$ cat src/rtl/bsg_imul_iterative_shift_add_if.sv
`default_nettype none
// ============================================================================
// Module   : bsg_imul_iterative_shift_add_if
// Purpose  : Request/result handshake bundle for the iterative multiplier.
// Revision : 1.0 - initial release
// ============================================================================
interface bsg_imul_iterative_shift_add_if #(
    parameter int width_p = 32
);
    logic                   v_i;
    logic                   ready_and_o;
    logic [width_p-1:0]     opA_i;
    logic [width_p-1:0]     opB_i;
    logic                   signed_i;
    logic                   v_o;
    logic [2*width_p-1:0]   result_o;
    logic                   yumi_i;

    modport slave (
        input  v_i, opA_i, opB_i, signed_i, yumi_i,
        output ready_and_o, v_o, result_o
    );

    modport master (
        output v_i, opA_i, opB_i, signed_i, yumi_i,
        input  ready_and_o, v_o, result_o
    );
endinterface
`default_nettype wire

$ cat src/rtl/bsg_imul_iterative_shift_add.sv
`default_nettype none
// ============================================================================
// Module   : bsg_imul_iterative_shift_add
// Purpose  : Iterative sign-magnitude shift/add multiplier, full 2N-bit product.
// Revision : 1.0 - initial release
// ============================================================================
module bsg_imul_iterative_shift_add #(
    parameter int width_p         = 32,
    parameter int bits_per_iter_p = 1
) (
    input  logic                           clk_i,
    input  logic                           reset_i,
    bsg_imul_iterative_shift_add_if.slave  bus
);

    localparam int c_BPI    = (bits_per_iter_p > 0) ? bits_per_iter_p : 1;
    localparam int c_ITERS  = width_p / c_BPI;
    localparam int c_CNT_W  = (c_ITERS > 1) ? $clog2(c_ITERS) : 1;
    localparam int c_EXT_W  = width_p + c_BPI;
    localparam int c_PROD_W = 2 * width_p;
    localparam logic [c_CNT_W-1:0] c_CNT_LAST = c_CNT_W'(c_ITERS - 1);

    if (!((bits_per_iter_p == 1) || (bits_per_iter_p == 2) || (bits_per_iter_p == 4))
        || ((width_p % c_BPI) != 0)) begin : g_bad_params
        $error("bits_per_iter_p must be 1, 2 or 4 and divide width_p");
    end

    typedef enum logic [1:0] {
        eIDLE = 2'd0,
        eCALC = 2'd1,
        eNEG  = 2'd2,
        eDONE = 2'd3
    } state_e;

    state_e                 state_q;
    logic [c_CNT_W-1:0]     cnt_q;
    logic [width_p-1:0]     magA_q;
    logic [width_p-1:0]     acc_q;
    logic [width_p-1:0]     mult_q;
    logic                   neg_q;
    logic                   ready_q;
    logic                   v_q;
    logic [c_PROD_W-1:0]    result_q;

    logic [width_p-1:0]     w_mag_a;
    logic [width_p-1:0]     w_mag_b;
    logic                   w_neg;
    logic [c_EXT_W-1:0]     w_pp;
    logic [c_EXT_W-1:0]     w_acc_ext;
    logic [c_PROD_W-1:0]    w_shifted;
    logic [c_PROD_W-1:0]    w_product;

    // The most-negative operand maps onto itself, which is its correct unsigned magnitude.
    assign w_mag_a = (bus.signed_i && bus.opA_i[width_p-1]) ? (~bus.opA_i + width_p'(1)) : bus.opA_i;
    assign w_mag_b = (bus.signed_i && bus.opB_i[width_p-1]) ? (~bus.opB_i + width_p'(1)) : bus.opB_i;
    assign w_neg   = bus.signed_i & (bus.opA_i[width_p-1] ^ bus.opB_i[width_p-1]);

    always_comb begin
        w_pp = '0;
        for (int j = 0; j < c_BPI; j++) begin
            if (mult_q[j]) begin
                w_pp = w_pp + ({{c_BPI{1'b0}}, magA_q} << j);
            end
        end
    end

    assign w_acc_ext = {{c_BPI{1'b0}}, acc_q} + w_pp;
    // Retired multiplier bits drop off the bottom while new low product bits enter from acc.
    assign w_shifted = c_PROD_W'({w_acc_ext, mult_q} >> c_BPI);
    assign w_product = {acc_q, mult_q};

    always_ff @(posedge clk_i) begin
        if (reset_i) begin
            state_q  <= eIDLE;
            cnt_q    <= '0;
            magA_q   <= '0;
            acc_q    <= '0;
            mult_q   <= '0;
            neg_q    <= 1'b0;
            ready_q  <= 1'b1;
            v_q      <= 1'b0;
            result_q <= '0;
        end else begin
            case (state_q)
                eIDLE: begin
                    if (bus.v_i) begin
                        magA_q  <= w_mag_a;
                        mult_q  <= w_mag_b;
                        acc_q   <= '0;
                        cnt_q   <= '0;
                        neg_q   <= w_neg;
                        ready_q <= 1'b0;
                        state_q <= eCALC;
                    end
                end
                eCALC: begin
                    acc_q  <= w_shifted[c_PROD_W-1:width_p];
                    mult_q <= w_shifted[width_p-1:0];
                    cnt_q  <= cnt_q + c_CNT_W'(1);
                    if (cnt_q == c_CNT_LAST) begin
                        state_q <= eNEG;
                    end
                end
                eNEG: begin
                    result_q <= neg_q ? (~w_product + c_PROD_W'(1)) : w_product;
                    v_q      <= 1'b1;
                    state_q  <= eDONE;
                end
                eDONE: begin
                    if (bus.yumi_i) begin
                        v_q     <= 1'b0;
                        ready_q <= 1'b1;
                        state_q <= eIDLE;
                    end
                end
                default: begin
                    state_q <= eIDLE;
                end
            endcase
        end
    end

    assign bus.ready_and_o = ready_q;
    assign bus.v_o         = v_q;
    assign bus.result_o    = result_q;

    a_yumi_only_when_valid: assert property (
        @(posedge clk_i) disable iff (reset_i) bus.yumi_i |-> v_q
    ) else $error("yumi_i asserted while v_o is low");

endmodule
`default_nettype wire

$ cat src/flat_wrapper.sv
// flat-port wrapper written by rule: the top's interface ports become plain ports
module bsg_imul_iterative_shift_add_flat 
#(
    parameter int width_p         = 32,
    parameter int bits_per_iter_p = 1
)
  (clk_i, reset_i, bus_v_i, bus_opA_i, bus_opB_i, bus_signed_i, bus_yumi_i, bus_ready_and_o, bus_v_o, bus_result_o);
  bsg_imul_iterative_shift_add_if #(.width_p(width_p)) bus_i ();
  input  logic clk_i;
  input  logic reset_i;
  input wire logic [$bits(bus_i.v_i)-1:0] bus_v_i;
  input wire logic [$bits(bus_i.opA_i)-1:0] bus_opA_i;
  input wire logic [$bits(bus_i.opB_i)-1:0] bus_opB_i;
  input wire logic [$bits(bus_i.signed_i)-1:0] bus_signed_i;
  input wire logic [$bits(bus_i.yumi_i)-1:0] bus_yumi_i;
  output wire logic [$bits(bus_i.ready_and_o)-1:0] bus_ready_and_o;
  output wire logic [$bits(bus_i.v_o)-1:0] bus_v_o;
  output wire logic [$bits(bus_i.result_o)-1:0] bus_result_o;
  assign bus_i.v_i = bus_v_i;
  assign bus_i.opA_i = bus_opA_i;
  assign bus_i.opB_i = bus_opB_i;
  assign bus_i.signed_i = bus_signed_i;
  assign bus_i.yumi_i = bus_yumi_i;
  assign bus_ready_and_o = bus_i.ready_and_o;
  assign bus_v_o = bus_i.v_o;
  assign bus_result_o = bus_i.result_o;
  bsg_imul_iterative_shift_add #(.width_p(width_p), .bits_per_iter_p(bits_per_iter_p)) u_core (.clk_i(clk_i), .reset_i(reset_i), .bus(bus_i));
endmodule
$ cat config.mk
export PLATFORM = sky130hd
export DESIGN_NAME = bsg_imul_iterative_shift_add_flat
export DESIGN_NICKNAME = d
export VERILOG_FILES = /design/src/rtl/bsg_imul_iterative_shift_add_if.sv /design/src/rtl/bsg_imul_iterative_shift_add.sv /design/src/flat_wrapper.sv
export SDC_FILE = /design/constraint.sdc
export NUM_CORES = 1
export LEC_CHECK = 0
export BUFFER_PORTS_ARGS = -buffer_cell sky130_fd_sc_hd__buf_2
export CORE_MARGIN = 3
export CORE_UTILIZATION = 64
export CTS_CLUSTER_SIZE = 14
export DETAILED_ROUTE_END_ITERATION = 8
export PLACE_DENSITY = 0.89
export SYNTH_ARGS = -nofsm -noshare
export SYNTH_HDL_FRONTEND = slang
export SYNTH_SLANG_ARGS = --single-unit
$ cat constraint.sdc
create_clock -name clk_i -period 8.7 [get_ports clk_i]
set_clock_uncertainty 0.15 [all_clocks]
set_input_delay 0.87 -clock clk_i [delete_from_list [all_inputs] [get_ports clk_i]]
set_output_delay 0.87 -clock clk_i [all_outputs]
set_load 0.02 [all_outputs]
==> impl_metrics.csv <==
group,metric,value,unit
status,outcome,"completed",
placed_design,port_buffers,134,
critical_path,end_kind,"flop",
logic_synthesis,synth_common_cells,"nand2_1, dfxtp_1, o21ai_0",
power,combPwrFrac,0.402,
timing,fin_crit_sh,0.438,
logic_synthesis,synth.area.top_cells,"dfxtp_1, xor2_1, nand2_1, o21ai_0, a21oi_1",
clock_network,cts_sinks,170,
power,switching_power,0.00139,W
clock_network,cts_tree,"yes",
clock_network,cts_root_buffer,"clkbuf_16",
routing,post-route-drc-count,0,
logic_synthesis,synth_area,10700,sq um
timing,finalMaxSlewViolations,0,
critical_path,reg2reg_slack,4890,ps
critical_path,r2r-end,"u_core.acc_q[28]",
logic_synthesis,synth_xor_area_frac,0.109,
logic_synthesis,yosysTopAreaCell,"dfxtp_1",
clock_network,clock_latency,440,ps
critical_path,cp_max_fo,39,
timing,relSlewSlack,0.248,
clock_network,cts_hold_buf,0,
floorplan,start_util,0.666,
worst_hold_path,hold_depth,2,
timing,setup_viol,0,
critical_path,reg2reg_depth,10,
critical_path,required,8830,ps
power,power_switching_share,0.429,
routing,drt-total-wl,29700,um
routing,vias_per_cell,6.25,
power,p_leak,4.80,nW
timing,fmax,0.262,GHz
timing,tns,0,ps
logic_synthesis,synth-simple-area-share,0.230,
floorplan,die_h,135,um
final_layout,layout.cells.non_filler,1724,
global_route,grt_usage,0.319,
logic_synthesis,synth_compound_area_frac,0.248,
routing,postRouteAntennaNets,0,
final_layout,area_growth,12.3,%
final_layout,insertedDiodeCount,0,
logic_synthesis,synth_top_family_by_area,"compound AO/OA/AOI/OAI gates",
timing,rsz0062_at_grt,"no",
timing,finalHoldViolations,0,
logic_synthesis,synth_fp_nets,1529,
logic_synthesis,synth_edf_count,0,
logic_synthesis,muxShareOfSynthArea,0.00653,
logic_synthesis,synth_area_per_cell,7.56,sq um
final_layout,drive_above_1_share,0.129,
logic_synthesis,syn-instance-count,1418,
power,vdd_drop_max,0.228,mV
power,p_per_area,268,nW/um^2
critical_path,critical_path_class,"reg2reg",
logic_synthesis,synth_warnings,0,
logic_synthesis,async_flop_share,0,
floorplan,placementRows,46,
routing,vias,10781,
global_route,grt_pass1_vias,9247,
routing,first_pass_iters,6,
routing,drtIter0Drc,1122,
power,power.internal,0.00185,W
logic_synthesis,ys_seq_elements,170,
clock_network,clk_pin_slew,70,ps
clock_network,cts-resized-gates,0,
power,clockPowerShare,0.248,
clock_network,max-clock-path-buffers,2,
logic_synthesis,synth_top_cell_area_share,0.317,
worst_hold_path,whs_endpoint,"u_core.bus.result_o[57]",
routing,wl_per_cell,17.2,um
placed_design,dp_cells,1692,
clock_network,cts_buffers,17,
logic_synthesis,synthFlopType,"dfxtp_1",
logic_synthesis,synth_fa_ha_area_frac,0.0497,
placed_design,hpwl,22000,um
placed_design,place.gp.congestion,0.945,
job,maxCapViolCount,0,
global_route,grt_pass1_wl,47500,um
floorplan,coreArea,16100,sq um
logic_synthesis,synth.distinct_cells,65,
worst_hold_path,min_path_type,"reg2reg",
final_layout,fin_nets,1606,
worst_hold_path,worstHoldStart,"u_core.bus.result_o[57]",
global_route,grt_max_degree,84,
logic_synthesis,synth_seq_area_share,0.317,
power,p_seq_frac,0.350,
global_route,gr-total-overflow,0,
floorplan,die_w,135,um
critical_path,r2r-start,"u_core.mult_q[0]",
critical_path,cp-start-kind,"flop",
floorplan,die-area,18300,sq um
clock_network,htreeDepth,4,
critical_path,cp.arrival,3940,ps
floorplan,pin_count,135,
logic_synthesis,synth.most_common_cell,"nand2_1",
timing,min_period,3810,ps
timing,worst_pin_slew,1130,ps
clock_network,cts_setup_buffers,0,
global_route,antenna_found_initial,0,
==> layout make-up <==
type                    count  area, sq um
well taps                 216          270
repair buffers            141          726
clock buffers              19          433
inverters                  29          109
flip-flops and latches    170         3400
fillers                  1249         4070
clock inverters            13          184
multi-input cells        1136         6920
==> cell usage in the layout, fill, tap and decap left out, drive strengths merged, types with 16 or more instances in the layout <==
master	netlist	routed
or3	17	17
nor3	28	28
o21ai	142	142
dfxtp	170	170
a211oi	44	44
inv	29	35
buf	3	141
o41ai	19	19
nand2	210	210
and3	16	16
xnor2	31	31
xor2	103	103
nand3	20	20
ha	41	41
nor2	125	125
a21oi	106	106
o31ai	29	29
clkbuf	80	19
and2	37	37
==> through the flow <==
stage	setup WS [ps]	instance area (sq um)	util	power, W	hold WS, ps
6_report	4890	12000	0.747	0.00323	297
5_1_grt	4570	12000	0.747	0.00341	320
3_3_place_gp	5160	11400	0.709	0.00236	278
2_1_floorplan	5530	10700	-	0.00204	277
4_1_cts	4990	12000	0.747	0.00320	298
3_5_place_dp	5050	11400	0.709	0.00240	286
==> kinds of logic (layout without fill, tap and decap cells) <==
| family | after synthesis | count (layout) |
|---|---|---|
| simple gates | 526 | 526 |
| flops | 170 | 170 |
| mux | 7 | 7 |
| compound gates | 427 | 427 |
| buf+inv | 112 | 202 |
| fa+ha+maj | 42 | 42 |
| xor+xnor | 134 | 134 |
==> worst max-delay path by stage <==
stage / to / slack (ps) / startpoint
floorplan: u_core.bus.result_o[60] / 5530 / u_core.mult_q[6]
global placement: u_core.acc_q[28] / 5160 / u_core.mult_q[0]
detailed placement: u_core.acc_q[28] / 5050 / u_core.mult_q[0]
CTS: u_core.acc_q[28] / 4990 / u_core.mult_q[0]
global route: u_core.acc_q[16] / 4570 / u_core.mult_q[0]
finish: u_core.acc_q[28] / 4890 / u_core.mult_q[0]
==> registers in the layout, summed over array words and instances (netlist names) <==
name                    cells
u_core.bus.result_o        64
u_core.bus.v_o              1
u_core.magA_q              32
u_core.bus.ready_and_o      1
u_core.acc_q               32
u_core.state_q              2
u_core.neg_q                1
u_core.cnt_q                5
u_core.mult_q              32
==> critical path, cell delays in order (launching register included) <==
cell and delay (ps):
dfxtp_1 1020, nand2_1 230, inv_1 140, ha_1 260, a21oi_1 240, nor2_1 100
o21ai_0 410, o21ai_0 500, and2_1 310, a31oi_1 170, o311ai_0 120
==> layer usage <==
metal  global-route usage  wire length [um]  up-vias
met1                0.477             13600     4984
li1                     -                 -     5220
met2                0.465             12500      544
met4               0.0661               270        0
met5                    0                 0        -
met3               0.0788              3340       33
==> power groups by stage <==
stage / clock network [W] / logic, W / registers [W]
2_1_floorplan: 0 / 0.000901 / 0.00114
3_3_place_gp: 0 / 0.00123 / 0.00113
5_1_grt: 0.000838 / 0.00143 / 0.00115
3_5_place_dp: 0 / 0.00127 / 0.00114
6_report: 0.000802 / 0.00130 / 0.00113
4_1_cts: 0.000805 / 0.00128 / 0.00112
No activity file was read; power rests on OpenSTA's default activity.
